### src/rtl/nonogram_session_ctrl_if.sv
// Purpose: shared line-FIFO write port between the session controller and the FIFO.
// Signals:
//   fifo_din   : muxed FIFO data word (LINE_W bits)
//   fifo_wr_en : muxed FIFO write enable
//   fifo_srst  : FIFO synchronous reset
//   fifo_full  : FIFO full flag (from FIFO)
// Modports: master = controller side, slave = FIFO side.
interface nonogram_session_ctrl_if #(
   parameter int unsigned LINE_W = 16
) ();
   logic [LINE_W-1:0] fifo_din;
   logic              fifo_wr_en;
   logic              fifo_srst;
   logic              fifo_full;

   modport master (output fifo_din, output fifo_wr_en, output fifo_srst, input fifo_full);
   modport slave  (input fifo_din, input fifo_wr_en, input fifo_srst, output fifo_full);
endinterface

### src/rtl/nonogram_session_ctrl.sv
// Purpose: sequences one nonogram board at a time through receive, solve and
// transmit; muxes the line FIFO write port, latches board dimensions, checks
// dimensions, runs a solve watchdog, reports failures with a one-byte UART code,
// supports abort and keeps saturating session statistics.
// Ports:
//   clk, rst                      : clock, synchronous active-high reset
//   abort                         : abandon current board
//   receive_done, received_data   : UART rx byte strobe / data
//   parsed, parse_write, parse_line, m_in, n_in : parser interface
//   solve_write, solve_line, solved, unsolvable : solver interface
//   assembled, transmit_done      : assembler done / UART tx byte finished
//   fifo                          : FIFO write port (interface, master side)
//   solver_start, num_rows, num_cols : solver kick-off and latched dimensions
//   fail_send, fail_byte          : failure byte tx request and code
//   state_out, display_value      : status
//   boards_ok, boards_failed      : saturating session counters
module nonogram_session_ctrl #(
   parameter int unsigned MAX_ROWS       = 11,
   parameter int unsigned MAX_COLS       = 11,
   parameter int unsigned LINE_W         = 16,
   parameter int unsigned TIMEOUT_CYCLES = 50_000_000,
   parameter int unsigned STAT_W         = 8
) (
   input  logic                              clk,
   input  logic                              rst,
   input  logic                              abort,
   input  logic                              receive_done,
   input  logic [7:0]                        received_data,
   input  logic                              parsed,
   input  logic                              parse_write,
   input  logic [LINE_W-1:0]                 parse_line,
   input  logic [$clog2(MAX_ROWS+1)-1:0]     m_in,
   input  logic [$clog2(MAX_COLS+1)-1:0]     n_in,
   input  logic                              solve_write,
   input  logic [LINE_W-1:0]                 solve_line,
   input  logic                              solved,
   input  logic                              unsolvable,
   input  logic                              assembled,
   input  logic                              transmit_done,
   nonogram_session_ctrl_if.master           fifo,
   output logic                              solver_start,
   output logic [$clog2(MAX_ROWS+1)-1:0]     num_rows,
   output logic [$clog2(MAX_COLS+1)-1:0]     num_cols,
   output logic                              fail_send,
   output logic [7:0]                        fail_byte,
   output logic [2:0]                        state_out,
   output logic [7:0]                        display_value,
   output logic [STAT_W-1:0]                 boards_ok,
   output logic [STAT_W-1:0]                 boards_failed
);
   localparam int unsigned RW   = $clog2(MAX_ROWS + 1);
   localparam int unsigned CW   = $clog2(MAX_COLS + 1);
   localparam int unsigned WD_W = $clog2(TIMEOUT_CYCLES);

   localparam logic [7:0] CODE_OVERFLOW = 8'hEC;
   localparam logic [7:0] CODE_DIMS     = 8'hED;
   localparam logic [7:0] CODE_UNSOLV   = 8'hEE;
   localparam logic [7:0] CODE_TIMEOUT  = 8'hEF;

   typedef enum logic [2:0] {
      S_RECEIVE   = 3'd0,
      S_SOLVE     = 3'd1,
      S_TRANSMIT  = 3'd2,
      S_FAIL_SEND = 3'd3,
      S_FAIL_WAIT = 3'd4
   } state_t;

   state_t            state;
   logic              fifo_rst_q;
   logic [WD_W-1:0]   wd_cnt;

   logic [LINE_W-1:0] din_c;
   logic              wr_en_c;
   logic              overflow_c;
   logic              dims_bad_c;
   logic              wd_expired_c;
   logic              fail_req_c;
   logic [7:0]        fail_code_c;

   // FIFO write-port mux: parser owns it while receiving, solver while solving
   always_comb begin
      din_c   = '0;
      wr_en_c = 1'b0;
      case (state)
         S_RECEIVE: begin
            din_c   = parse_line;
            wr_en_c = parse_write;
         end
         S_SOLVE: begin
            din_c   = solve_line;
            wr_en_c = solve_write;
         end
         default: ;
      endcase
   end

   assign fifo.fifo_din   = din_c;
   assign fifo.fifo_wr_en = wr_en_c;
   assign fifo.fifo_srst  = rst | fifo_rst_q;

   assign overflow_c   = wr_en_c & fifo.fifo_full;
   assign dims_bad_c   = (m_in == '0) || (m_in > RW'(MAX_ROWS)) ||
                         (n_in == '0) || (n_in > CW'(MAX_COLS));
   assign wd_expired_c = (wd_cnt == WD_W'(TIMEOUT_CYCLES - 1));

   // Failure detection; solved outranks every failure source in SOLVE
   always_comb begin
      fail_req_c  = 1'b0;
      fail_code_c = 8'h00;
      case (state)
         S_RECEIVE: begin
            if (overflow_c) begin
               fail_req_c  = 1'b1;
               fail_code_c = CODE_OVERFLOW;
            end else if (parsed && dims_bad_c) begin
               fail_req_c  = 1'b1;
               fail_code_c = CODE_DIMS;
            end
         end
         S_SOLVE: begin
            if (solved) begin
               fail_req_c = 1'b0;
            end else if (unsolvable) begin
               fail_req_c  = 1'b1;
               fail_code_c = CODE_UNSOLV;
            end else if (overflow_c) begin
               fail_req_c  = 1'b1;
               fail_code_c = CODE_OVERFLOW;
            end else if (wd_expired_c) begin
               fail_req_c  = 1'b1;
               fail_code_c = CODE_TIMEOUT;
            end
         end
         default: ;
      endcase
   end

   assign state_out = state;

   // Session FSM with registered outputs
   always_ff @(posedge clk) begin
      if (rst) begin
         state         <= S_RECEIVE;
         fifo_rst_q    <= 1'b0;
         wd_cnt        <= '0;
         solver_start  <= 1'b0;
         num_rows      <= '0;
         num_cols      <= '0;
         fail_send     <= 1'b0;
         fail_byte     <= 8'h00;
         display_value <= 8'h00;
         boards_ok     <= '0;
         boards_failed <= '0;
      end else begin
         fifo_rst_q   <= 1'b0;
         solver_start <= 1'b0;
         fail_send    <= 1'b0;

         // Solution bytes are not visible here, so only failure bytes echo on tx
         if (receive_done)
            display_value <= received_data;
         else if (transmit_done && state == S_FAIL_WAIT)
            display_value <= fail_byte;

         if (!abort && state == S_RECEIVE && parsed) begin
            num_rows <= m_in;
            num_cols <= n_in;
         end

         if (abort) begin
            state      <= S_RECEIVE;
            fifo_rst_q <= 1'b1;
         end else if (fail_req_c) begin
            // fail_send is raised on entry so it is high exactly during FAIL_SEND
            state      <= S_FAIL_SEND;
            fail_byte  <= fail_code_c;
            fail_send  <= 1'b1;
            fifo_rst_q <= 1'b1;
         end else begin
            case (state)
               S_RECEIVE: begin
                  if (parsed) begin
                     state        <= S_SOLVE;
                     solver_start <= 1'b1;
                     wd_cnt       <= '0;
                  end
               end
               S_SOLVE: begin
                  if (solved) begin
                     state      <= S_TRANSMIT;
                     fifo_rst_q <= 1'b1;
                  end else begin
                     wd_cnt <= wd_cnt + WD_W'(1);
                  end
               end
               S_TRANSMIT: begin
                  if (assembled) begin
                     state <= S_RECEIVE;
                     if (boards_ok != '1)
                        boards_ok <= boards_ok + STAT_W'(1);
                  end
               end
               S_FAIL_SEND: begin
                  state <= S_FAIL_WAIT;
                  if (boards_failed != '1)
                     boards_failed <= boards_failed + STAT_W'(1);
               end
               S_FAIL_WAIT: begin
                  if (transmit_done)
                     state <= S_RECEIVE;
               end
               default: state <= S_RECEIVE;
            endcase
         end
      end
   end
endmodule

### src/flat_wrapper.sv
// flat-port wrapper written by rule: the top's interface ports become plain ports
module nonogram_session_ctrl_flat 
#(
   parameter int unsigned MAX_ROWS       = 11,
   parameter int unsigned MAX_COLS       = 11,
   parameter int unsigned LINE_W         = 16,
   parameter int unsigned TIMEOUT_CYCLES = 50_000_000,
   parameter int unsigned STAT_W         = 8
)
  (clk, rst, abort, receive_done, received_data, parsed, parse_write, parse_line, m_in, n_in, solve_write, solve_line, solved, unsolvable, assembled, transmit_done, solver_start, num_rows, num_cols, fail_send, fail_byte, state_out, display_value, boards_ok, boards_failed, fifo_fifo_din, fifo_fifo_wr_en, fifo_fifo_srst, fifo_fifo_full);
  nonogram_session_ctrl_if #(.LINE_W(LINE_W)) fifo_i ();
  input  logic clk;
  input  logic rst;
  input  logic abort;
  input  logic receive_done;
  input  logic [7:0] received_data;
  input  logic parsed;
  input  logic parse_write;
  input  logic [LINE_W-1:0] parse_line;
  input  logic [$clog2(MAX_ROWS+1)-1:0] m_in;
  input  logic [$clog2(MAX_COLS+1)-1:0] n_in;
  input  logic solve_write;
  input  logic [LINE_W-1:0] solve_line;
  input  logic solved;
  input  logic unsolvable;
  input  logic assembled;
  input  logic transmit_done;
  output logic solver_start;
  output logic [$clog2(MAX_ROWS+1)-1:0] num_rows;
  output logic [$clog2(MAX_COLS+1)-1:0] num_cols;
  output logic fail_send;
  output logic [7:0] fail_byte;
  output logic [2:0] state_out;
  output logic [7:0] display_value;
  output logic [STAT_W-1:0] boards_ok;
  output logic [STAT_W-1:0] boards_failed;
  output wire logic [$bits(fifo_i.fifo_din)-1:0] fifo_fifo_din;
  output wire logic [$bits(fifo_i.fifo_wr_en)-1:0] fifo_fifo_wr_en;
  output wire logic [$bits(fifo_i.fifo_srst)-1:0] fifo_fifo_srst;
  input wire logic [$bits(fifo_i.fifo_full)-1:0] fifo_fifo_full;
  assign fifo_fifo_din = fifo_i.fifo_din;
  assign fifo_fifo_wr_en = fifo_i.fifo_wr_en;
  assign fifo_fifo_srst = fifo_i.fifo_srst;
  assign fifo_i.fifo_full = fifo_fifo_full;
  nonogram_session_ctrl #(.MAX_ROWS(MAX_ROWS), .MAX_COLS(MAX_COLS), .LINE_W(LINE_W), .TIMEOUT_CYCLES(TIMEOUT_CYCLES), .STAT_W(STAT_W)) u_core (.clk(clk), .rst(rst), .abort(abort), .receive_done(receive_done), .received_data(received_data), .parsed(parsed), .parse_write(parse_write), .parse_line(parse_line), .m_in(m_in), .n_in(n_in), .solve_write(solve_write), .solve_line(solve_line), .solved(solved), .unsolvable(unsolvable), .assembled(assembled), .transmit_done(transmit_done), .fifo(fifo_i), .solver_start(solver_start), .num_rows(num_rows), .num_cols(num_cols), .fail_send(fail_send), .fail_byte(fail_byte), .state_out(state_out), .display_value(display_value), .boards_ok(boards_ok), .boards_failed(boards_failed));
endmodule
### config.mk
export PLATFORM = sky130hd
export DESIGN_NAME = nonogram_session_ctrl_flat
export DESIGN_NICKNAME = d
export VERILOG_FILES = /design/src/rtl/nonogram_session_ctrl_if.sv /design/src/rtl/nonogram_session_ctrl.sv /design/src/flat_wrapper.sv
export SDC_FILE = /design/constraint.sdc
export NUM_CORES = 1
export LEC_CHECK = 0
export ABC_AREA = 1
export CAP_MARGIN = 10
export CORE_MARGIN = 3
export CORE_UTILIZATION = 25
export DETAILED_ROUTE_END_ITERATION = 6
export PLACE_DENSITY_LB_ADDON = 0.15
export SYNTH_ARGS = -nofsm -noshare
export SYNTH_HDL_FRONTEND = slang
export SYNTH_SLANG_ARGS = --single-unit
### constraint.sdc
create_clock -name clk -period 2.14 [get_ports clk]
set_input_delay 0.214 -clock clk [delete_from_list [all_inputs] [get_ports clk]]
set_output_delay 0.214 -clock clk [all_outputs]
set_load 0.005 [all_outputs]
Word-level counts from Yosys, hierarchy flattened
Cells that the tools add are included.
{ "word_totals": {"ff_bits": 72, "output_inout_bits": 63, "elab_cells": 93} }
{ "op_classes": {"n_addsub": 3, "order_cmp": 2, "eq_ne": 16, "muxes": 33, "bitwise_logic": 5, "reduce_logical": 22} }
{ "op_table": {"columns": ["operator", "n"], "rows": [
  ["two-way mux 8 bit", 8],
  ["two-way mux 26 bit", 2],
  ["one-hot mux 26 bit (2 select lines)", 1],
  ["one-hot mux 16 bit (2 select lines)", 1],
  ["adder 26 x 1 -> 26 bit (second input constant)", 1],
  ["equality test 26 bit (second input constant)", 1],
  ["adder 8 x 1 -> 8 bit (second input constant)", 2],
  ["inequality test 8 bit (second input constant)", 2],
  ["one-hot mux 8 bit (2 select lines)", 1],
  ["one-hot mux 3 bit (5 select lines)", 1],
  ["two-way mux 1 bit", 12],
  ["two-way mux 3 bit", 4],
  ["inequality test 3 x 2 -> 1 bit (second input constant)", 4],
  ["AND reduction 4 bit", 3],
  ["inequality test 2 bit (second input constant)", 5],
  ["AND reduction 5 bit", 2],
  ["greater-than comparator 4 bit (second input constant)", 2],
  ["zero test 4 bit", 2],
  ["equality test 3 x 2 -> 1 bit (second input constant)", 2],
  ["logical AND 1 bit", 4],
  ["one-hot mux 1 bit (2 select lines)", 2],
  ["nonzero test 2 bit", 2],
  ["OR reduction 4 bit", 1],
  ["equality test 3 x 1 -> 1 bit (second input constant)", 1],
  ["other kinds (11)", 15]
]} }

Longest topological paths before layout
Gate-level depths: netlist of run 1.
{ "depth": {"word_depth": 10, "mapped_depth": 14} }

Worst setup path before layout of run 1
Ideal clock, no wire load.
{ "synth_path": {"path_type": "register to register", "startpoint": "register u_core.wd_cnt[0]", "endpoint": "register u_core.boards_failed[0]", "setup_time_ns": 0.116, "t_arrival_ns": 1.698, "path_slack_ns": 0.326, "path_stages_with_launch": 14, "path_buffers": 1, "cell_sequence": "dfxtp_1 -> ha_1 -> nand2_1 -> nor2_2 -> nand2_1 -> nor2_2 -> nand3_2 -> nand3_1 -> nor2_2 -> buf_4 -> nand2_2 -> clkinv_1 -> nor2_1 -> nor2_1"} }
{ "synth_between": {"elab_chain_cells": 8} }
{ "synth_lines": {"columns": ["element", "line_no", "source"], "rows": [
  ["start: declaration", "nonogram_session_ctrl.sv:70", "logic [WD_W-1:0] wd_cnt;"],
  ["start signal: assignment", "nonogram_session_ctrl.sv:193", "wd_cnt <= wd_cnt + WD_W'(1);"],
  ["equality test 26 bit", "nonogram_session_ctrl.sv:104", "assign wd_expired_c = (wd_cnt == WD_W'(TIMEOUT_CYCLES - 1));"],
  ["two-way mux 1 bit", "nonogram_session_ctrl.sv:129", "end else if (wd_expired_c) begin"],
  ["two-way mux 1 bit", "nonogram_session_ctrl.sv:126", "end else if (overflow_c) begin"],
  ["two-way mux 1 bit", "nonogram_session_ctrl.sv:123", "end else if (unsolvable) begin"],
  ["two-way mux 1 bit", "nonogram_session_ctrl.sv:121", "if (solved) begin"],
  ["one-hot mux 1 bit (2 select lines)", "nonogram_session_ctrl.sv:110", "case (state)"],
  ["inverter 1 bit (no line)", null, null],
  ["AND reduction 4 bit (no line)", null, null],
  ["end signal: assignment", "nonogram_session_ctrl.sv:206", "boards_failed <= boards_failed + STAT_W'(1);"],
  ["end: declaration", "nonogram_session_ctrl.sv:49", "output logic [STAT_W-1:0] boards_failed"]
]} }
Every way passes these cells.
A chain may end at the register's enable or synchronous reset.

Final worst setup path of run 1
{ "layout_path": {"startpoint": "register u_core.state[2], in the netlist u_core.state_out[2]", "endpoint": "output port fifo_fifo_din[2]"} }
{ "layout_between": {"elab_chain_cells": 2} }
{ "layout_lines": {"columns": ["element", "line_no", "source"], "rows": [
  ["start: declaration", "nonogram_session_ctrl.sv:68", "state_t state;"],
  ["start signal: assignment", "nonogram_session_ctrl.sv:143", "state <= S_RECEIVE;"],
  ["start signal: assignment", "nonogram_session_ctrl.sv:171", "state <= S_RECEIVE;"],
  ["start signal: assignment", "nonogram_session_ctrl.sv:175", "state <= S_FAIL_SEND;"],
  ["equality test 3 x 1 -> 1 bit / zero test 3 bit (equally long branches)", "nonogram_session_ctrl.sv:84", "case (state)"],
  ["one-hot mux 16 bit (2 select lines) (*)", "nonogram_session_ctrl.sv:84", null],
  ["end: declaration", "flat_wrapper.sv:37", "output wire logic [$bits(fifo_i.fifo_din)-1:0] fifo_fifo_din;"]
]} }
Every way passes the cells marked *; elsewhere a longest branch is shown, timed or not.

==> run_summary.xml, run 1 <==
<?xml version="1.0" encoding="UTF-8"?>
<metrics>
  <group name="synth">
    <metric name="synth_top_flop_cell" unit="">dfxtp_1</metric>
    <metric name="synth_cell_types" unit="">29</metric>
    <metric name="post_synth_main_area_contributors" unit="">dfxtp_1, nand2_1, nor2_1</metric>
    <metric name="avgSynthCellArea" unit="µm²">6.28</metric>
    <metric name="synthArstFlopShare" unit="%">0</metric>
    <metric name="post-synth-top-area-cell" unit="">dfxtp_1</metric>
    <metric name="synth_sequential_area_ratio" unit="%">33.7</metric>
    <metric name="synth.ff_latch_count" unit="">67</metric>
    <metric name="synth_fp_nets" unit="">697</metric>
    <metric name="synthesis.area" unit="µm²">3980</metric>
    <metric name="synth.cells.most_frequent" unit="">nand2_1, nor2_1, inv_1, dfxtp_1, nand3_1</metric>
    <metric name="syn_inst" unit="">634</metric>
    <metric name="number_of_flops_mapped_to_enable_cells_by_yosys" unit="">0</metric>
    <metric name="synth-warning-count" unit="">0</metric>
    <metric name="synth_top_cell_area_share" unit="%">33.7</metric>
    <metric name="post-synth-top-count-cell" unit="">nand2_1</metric>
  </group>
  <group name="sta">
    <metric name="max_freq" unit="MHz">489</metric>
    <metric name="worstMarginPinSlew" unit="ns">0.695</metric>
    <metric name="timing.setup.tns" unit="ns">0</metric>
    <metric name="finalMaxSlewViolations" unit="">0</metric>
    <metric name="finalCriticalPeriod" unit="ns">2.05</metric>
    <metric name="fin_worst_skew" unit="ns">0.00735</metric>
    <metric name="final.period_utilization" unit="%">95.6</metric>
    <metric name="final_setup_fails" unit="">0</metric>
    <metric name="slew_headroom" unit="%">53.5</metric>
    <metric name="finalHoldViolCount" unit="">0</metric>
  </group>
  <group name="job">
    <metric name="max_cap_violations" unit="">0</metric>
  </group>
  <group name="grt">
    <metric name="grt_start_max_net_pins" unit="">40</metric>
    <metric name="first_pass_grt_wire_length" unit="µm">20900</metric>
    <metric name="first_global_vias" unit="">4112</metric>
    <metric name="global_route.usage.total" unit="%">14.6</metric>
    <metric name="grt.overflow.total" unit="">0</metric>
    <metric name="antenna_violations_before_repair" unit="">0</metric>
  </group>
  <group name="clock_network">
    <metric name="tritoncts.num_buffers" unit="">9</metric>
    <metric name="clock_transition_at_the_register_clock_pins_on_the_worst_setup_and_hold_paths_after_cts" unit="ns">0.06</metric>
    <metric name="root_buffer" unit="">clkbuf_16</metric>
    <metric name="tritoncts" unit="">done</metric>
    <metric name="clk_latency" unit="ns">0.34</metric>
    <metric name="tritoncts_num_sinks" unit="">67</metric>
    <metric name="cts_htree_levels" unit="">3</metric>
    <metric name="cts.path.max_buffers" unit="">2</metric>
  </group>
  <group name="cells_and_area">
    <metric name="num-nets-final" unit="">819</metric>
    <metric name="diode_insertion_count_for_antenna_repair" unit="">0</metric>
    <metric name="final_core_area_utilization" unit="%">37.8</metric>
    <metric name="syn_to_final_growth" unit="%">46.0</metric>
    <metric name="layout-drive-gt1-share" unit="%">7.63</metric>
    <metric name="multiInputGateArea" unit="µm²">2240</metric>
    <metric name="area.sequential" unit="µm²">1350</metric>
    <metric name="final.fill_count" unit="">1650</metric>
    <metric name="finish.cell_count_without_fillers" unit="">971</metric>
  </group>
  <group name="power_and_ir_drop">
    <metric name="power_switching_share" unit="%">28.6</metric>
    <metric name="power.switching" unit="mW">1.09</metric>
    <metric name="irDropWorstVdd" unit="µV">472</metric>
    <metric name="power_per_cell_area" unit="nW/µm²">657</metric>
    <metric name="power.sequential.fraction" unit="%">37.1</metric>
    <metric name="combPwrFrac" unit="%">23.9</metric>
    <metric name="leakage" unit="nW">2.41</metric>
    <metric name="power.clock.fraction" unit="%">39.0</metric>
    <metric name="internal-power" unit="mW">2.73</metric>
  </group>
  <group name="worst_setup_path">
    <metric name="critPathLaunchType" unit="">flip-flop</metric>
    <metric name="maximum_fanout_count_along_the_critical_path" unit="">21</metric>
    <metric name="timing.rr.start" unit="">u_core.state_out[2]</metric>
    <metric name="path_class" unit="">reg2out</metric>
    <metric name="worst-r2r-cell-count" unit="">13</metric>
    <metric name="category_of_the_worst_setup_path_capture_point" unit="">output pin</metric>
    <metric name="worstPathArrival" unit="ns">1.83</metric>
    <metric name="timing.critical_path.required" unit="ns">1.93</metric>
    <metric name="crit_start" unit="">u_core.state_out[2]</metric>
  </group>
  <group name="min_path">
    <metric name="min_path_cells" unit="">2</metric>
    <metric name="hp-start" unit="">u_core.num_cols[0]</metric>
    <metric name="hold_path.class" unit="">reg2reg</metric>
  </group>
  <group name="placement">
    <metric name="buffer_ports.inserted" unit="">121</metric>
    <metric name="dpl.cell_count" unit="">954</metric>
    <metric name="gp_routability_congestion" unit="">0.827</metric>
    <metric name="detailedPlacementHpwl" unit="µm">9500</metric>
  </group>
  <group name="drt">
    <metric name="route.antenna.remaining_nets" unit="">0</metric>
    <metric name="dr_drc_count" unit="">0</metric>
    <metric name="dr_total_vias" unit="">4406</metric>
    <metric name="detailed_routing_iterations_pass_1" unit="">5</metric>
    <metric name="route.detailed.vias_per_inst" unit="">4.54</metric>
    <metric name="drt-initial-drc-count" unit="">175</metric>
    <metric name="wl_per_cell" unit="µm">13.2</metric>
    <metric name="wirelength" unit="µm">12800</metric>
  </group>
  <group name="floorplan">
    <metric name="dieHeight" unit="µm">132</metric>
    <metric name="initial_core_util" unit="%">25.9</metric>
    <metric name="dieArea" unit="µm²">17500</metric>
    <metric name="rows" unit="">45</metric>
    <metric name="chipWidth" unit="µm">132</metric>
    <metric name="number_of_i_o_pins" unit="">123</metric>
    <metric name="core_area" unit="µm²">15400</metric>
  </group>
  <group name="status">
    <metric name="run_status" unit="">completed</metric>
  </group>
</metrics>
-- cells in the final DEF, fill, tap and decap left out, types with 16 or more instances in the layout --
master,synthesis,routed
nand4_1,18,18
nand2_1,162,159
o21ai_0,28,28
dfxtp_1,67,64
a21oi_1,30,30
clkdlybuf4s50_1,0,120
nand3_1,49,48
a22o_1,16,16
nor2_1,102,101
buf_4,7,17
inv_1,71,69
-- worst max-delay path, stage by stage (launching register included) --
cell and delay [ns]:
dfxtp_2 0.35, nor2_4 0.16, nand2_2 0.09, inv_2 0.08
buf_12 0.15, a22o_1 0.16, clkdlybuf4s50_1 0.50
-- stage by stage --
step                      setup slack [ns]  cell area [µm²]  hold slack [ns]  power, mW
after floorplan                      0.326             3980            0.342       1.91
after global placement              0.0952             5460            0.436       2.34
after detailed placement            0.0514             5460            0.435       2.34
after CTS                           0.0127             5770            0.443       3.86
after global routing              -0.00351             5810            0.463       4.05
final                               0.0940             5810            0.441       3.82
-- kinds of logic (layout without fill, tap and decap cells) --
| group | count (synthesis) | after routing | synth area share [%] |
|---|---|---|---|
| and+or+nand+nor | 357 | 357 | 37.9 |
| xor gates and xnor gates | 18 | 18 | 3.96 |
| AOI/OAI and AO/OA | 85 | 85 | 12.6 |
| buffers and inverters | 103 | 229 | 10.8 |
| adders and majority gates | 3 | 3 | 0.943 |
| other | 1 | 1 | 0.0942 |
| DFF | 67 | 67 | 33.7 |
-- routing by layer --
metal  share of wire [%]  track usage, %
met5                   0               0
met4                 1.9            6.12
met3                 5.3            2.90
met2                  47            23.8
met1                  46            18.7
-- state kept, by name (all words and copies together), names as in the netlist --
register / count
u_core.wd_cnt: 26
u_core.boards_failed: 8
u_core.boards_ok: 8
u_core.display_value: 8
u_core.num_cols: 4
u_core.num_rows: 4
u_core.fail_byte: 3
u_core.state_out: 3
u_core.fail_send: 1
u_core.fifo_rst_q: 1
u_core.solver_start: 1
-- power groups by stage --
stage,registers (mW),clock network [mW],logic [mW]
floorplan,1.43,0,0.485
finish,1.42,1.49,0.913
CTS,1.42,1.54,0.909
global placement,1.44,0,0.894
detailed placement,1.44,0,0.903
global route,1.43,1.60,1.02
-- area by class of cell --
cell class / instances / area share [%]
repair buffers: 141 / 23.9
multi-input cells: 464 / 38.6
inverters: 73 / 4.71
flip-flops and latches: 67 / 23.2
clock inverters: 4 / 0.882
clock buffers: 11 / 4.18
well taps: 211 / 4.54
-- timing repair --
item / 4_1_cts / 5_1_grt
endpoints found under the setup margin: 16 / 34
hold buffers: 0 / 0
setup buffers: 1 / 0
pin swaps: 1 / 1
resized for setup: 5 / 14
cloned: 0 / 1
-- final timing paths --
check                            endpoint  slack (ns)
hold / removal         u_core.num_cols[0]        0.44
hold reg to reg        u_core.num_cols[0]        0.44
setup reg to reg  u_core.boards_failed[6]        0.20
setup / recovery         fifo_fifo_din[2]        0.09
(Power assumes the default switching activity.)
==> run 2: changes to the inputs <==
--- a/config.mk
+++ b/config.mk
@@ -11,6 +11,7 @@
 export CORE_UTILIZATION = 25
 export DETAILED_ROUTE_END_ITERATION = 6
 export PLACE_DENSITY_LB_ADDON = 0.15
+export RECOVER_POWER = 25
 export SYNTH_ARGS = -nofsm -noshare
 export SYNTH_HDL_FRONTEND = slang
 export SYNTH_SLANG_ARGS = --single-unit
==> run_summary.xml, run 2 (synthesis gave the netlist of run 1 again) <==
<?xml version="1.0" encoding="UTF-8"?>
<metrics>
  <group name="drt">
    <metric name="wirelength" unit="µm">12800</metric>
    <metric name="route.detailed.vias_per_inst" unit="">4.54</metric>
    <metric name="route.antenna.remaining_nets" unit="">0</metric>
    <metric name="met3WireLength" unit="µm">671</metric>
    <metric name="top_layer" unit="">met4</metric>
    <metric name="routed-wl-met2" unit="µm">5990</metric>
    <metric name="dr_total_vias" unit="">4406</metric>
    <metric name="detailed_routing_iterations_pass_1" unit="">5</metric>
    <metric name="drt-initial-drc-count" unit="">171</metric>
    <metric name="wl_per_cell" unit="µm">13.2</metric>
    <metric name="dr_drc_count" unit="">0</metric>
    <metric name="drt-met1-wl" unit="µm">5930</metric>
  </group>
  <group name="sta">
    <metric name="max_freq" unit="MHz">490</metric>
    <metric name="worstMarginPinSlew" unit="ns">0.695</metric>
    <metric name="finalMaxSlewViolations" unit="">0</metric>
    <metric name="final.period_utilization" unit="%">95.4</metric>
    <metric name="final_setup_fails" unit="">0</metric>
    <metric name="finalCriticalPeriod" unit="ns">2.04</metric>
    <metric name="fin_worst_skew" unit="ns">0.00749</metric>
    <metric name="finalHoldViolCount" unit="">0</metric>
    <metric name="slew_headroom" unit="%">53.5</metric>
  </group>
  <group name="grt">
    <metric name="grt_start_max_net_pins" unit="">40</metric>
    <metric name="first_global_vias" unit="">4112</metric>
    <metric name="grt.overflow.total" unit="">0</metric>
    <metric name="antenna_violations_before_repair" unit="">0</metric>
    <metric name="first_pass_grt_wire_length" unit="µm">20900</metric>
    <metric name="global_route.usage.total" unit="%">14.6</metric>
  </group>
  <group name="floorplan">
    <metric name="dieHeight" unit="µm">132</metric>
    <metric name="chipWidth" unit="µm">132</metric>
    <metric name="number_of_i_o_pins" unit="">123</metric>
    <metric name="dieArea" unit="µm²">17500</metric>
    <metric name="initial_core_util" unit="%">25.9</metric>
    <metric name="core_area" unit="µm²">15400</metric>
    <metric name="rows" unit="">45</metric>
  </group>
  <group name="cells_and_area">
    <metric name="layout-drive-gt1-share" unit="%">7.63</metric>
    <metric name="largest_register_ff_count" unit="">26</metric>
    <metric name="largest_register" unit="">u_core.wd_cnt</metric>
    <metric name="num-nets-final" unit="">819</metric>
    <metric name="syn_to_final_growth" unit="%">46.0</metric>
    <metric name="final_cell_mix" unit="">nand2_1, nor2_1, clkdlybuf4s50_1, inv_1, dfxtp_1</metric>
    <metric name="diode_insertion_count_for_antenna_repair" unit="">0</metric>
    <metric name="layout.cells.most_common" unit="">nand2_1</metric>
    <metric name="final_core_area_utilization" unit="%">37.8</metric>
  </group>
  <group name="worst_setup_path">
    <metric name="worst-r2r-cell-count" unit="">13</metric>
    <metric name="category_of_the_worst_setup_path_capture_point" unit="">output pin</metric>
    <metric name="critPathLaunchType" unit="">flip-flop</metric>
    <metric name="timing.critical_path.required" unit="ns">1.93</metric>
    <metric name="maximum_fanout_count_along_the_critical_path" unit="">21</metric>
    <metric name="worstPathArrival" unit="ns">1.83</metric>
    <metric name="path_class" unit="">reg2out</metric>
  </group>
  <group name="power_and_ir_drop">
    <metric name="power_per_cell_area" unit="nW/µm²">655</metric>
    <metric name="irDropWorstVdd" unit="µV">473</metric>
    <metric name="leakage" unit="nW">2.48</metric>
    <metric name="p_total" unit="mW">3.81</metric>
  </group>
  <group name="clock_network">
    <metric name="cts.path.max_buffers" unit="">2</metric>
    <metric name="clk_latency" unit="ns">0.34</metric>
    <metric name="tritoncts" unit="">done</metric>
    <metric name="cts_hold_buf" unit="">0</metric>
    <metric name="cts_htree_levels" unit="">3</metric>
    <metric name="clock_transition_at_the_register_clock_pins_on_the_worst_setup_and_hold_paths_after_cts" unit="ns">0.06</metric>
    <metric name="tritoncts.num_buffers" unit="">9</metric>
    <metric name="tritoncts_num_sinks" unit="">67</metric>
    <metric name="root_buffer" unit="">clkbuf_16</metric>
  </group>
  <group name="job">
    <metric name="max_cap_violations" unit="">0</metric>
  </group>
  <group name="placement">
    <metric name="detailedPlacementHpwl" unit="µm">9500</metric>
    <metric name="gp_routability_congestion" unit="">0.827</metric>
    <metric name="buffer_ports.inserted" unit="">121</metric>
  </group>
  <group name="status">
    <metric name="run_status" unit="">completed</metric>
  </group>
  <group name="min_path">
    <metric name="hold_path.class" unit="">reg2reg</metric>
    <metric name="min_path_cells" unit="">2</metric>
  </group>
</metrics>
[run 2: cell type report]
class / instances / area [µm²]
Fill cell: 1650 / 9560
Multi-Input combinational cell: 464 / 2240
Timing Repair Buffer: 141 / 1390
Sequential cell: 67 / 1350
Inverter: 73 / 274
Tap cell: 211 / 264
Clock buffer: 11 / 243
Clock inverter: 4 / 51.3
[run 2: what timing repair did]
action	CTS	global route
endpoints found under the setup margin	16	34
resized for setup	5	14
buffers inserted	1	0
endpoints found under the hold margin	0	0
pin swaps	1	1
cloned	0	1
[run 2: per-stage QoR]
stage | TNS (ns) | instance area (µm²) | instances | setup WS, ns | hold WS [ns]
6_report | 0 | 5810 | 971 | 0.0986 | 0.438
5_1_grt | -0.00350 | 5810 | 971 | -0.00350 | 0.460
4_1_cts | 0 | 5770 | 970 | 0.0127 | 0.443
3_5_place_dp | 0 | 5460 | 954 | 0.0514 | 0.435
3_3_place_gp | 0 | 5460 | 954 | 0.0952 | 0.436
2_1_floorplan | 0 | 3980 | 634 | 0.326 | 0.342
[run 2: worst paths after layout]
check | slack, ns | endpoint | from
worst max-delay path | 0.1 | fifo_fifo_din[12] | u_core.state_out[2]
worst min-delay path | 0.44 | u_core.num_cols[0] | u_core.num_cols[0]
worst max register to register | 0.20 | u_core.boards_failed[6] | u_core.state_out[2]
worst min register to register | 0.44 | u_core.num_cols[0] | u_core.num_cols[0]
[run 2: where the power goes]
part	leakage, nW	internal [mW]	switching (mW)
clock network	0.142	0.927	0.562
registers	0.549	1.34	0.0765
logic	1.79	0.450	0.452
[run 2: critical path, stage by stage (launching register included)]
cell and delay, ns:
dfxtp_2 0.35, nor2_4 0.16, nand2_2 0.09, inv_2 0.08, buf_12 0.15, a22o_1 0.17
clkdlybuf4s50_1 0.50
[run 2: per-layer routing]
| layer | GRT usage, % | up-vias |
|---|---|---|
| li1 | - | 2278 |
| met2 | 23.8 | 130 |
| met5 | 0 | - |
| met1 | 18.7 | 1979 |
| met3 | 2.90 | 19 |
| met4 | 6.12 | 0 |
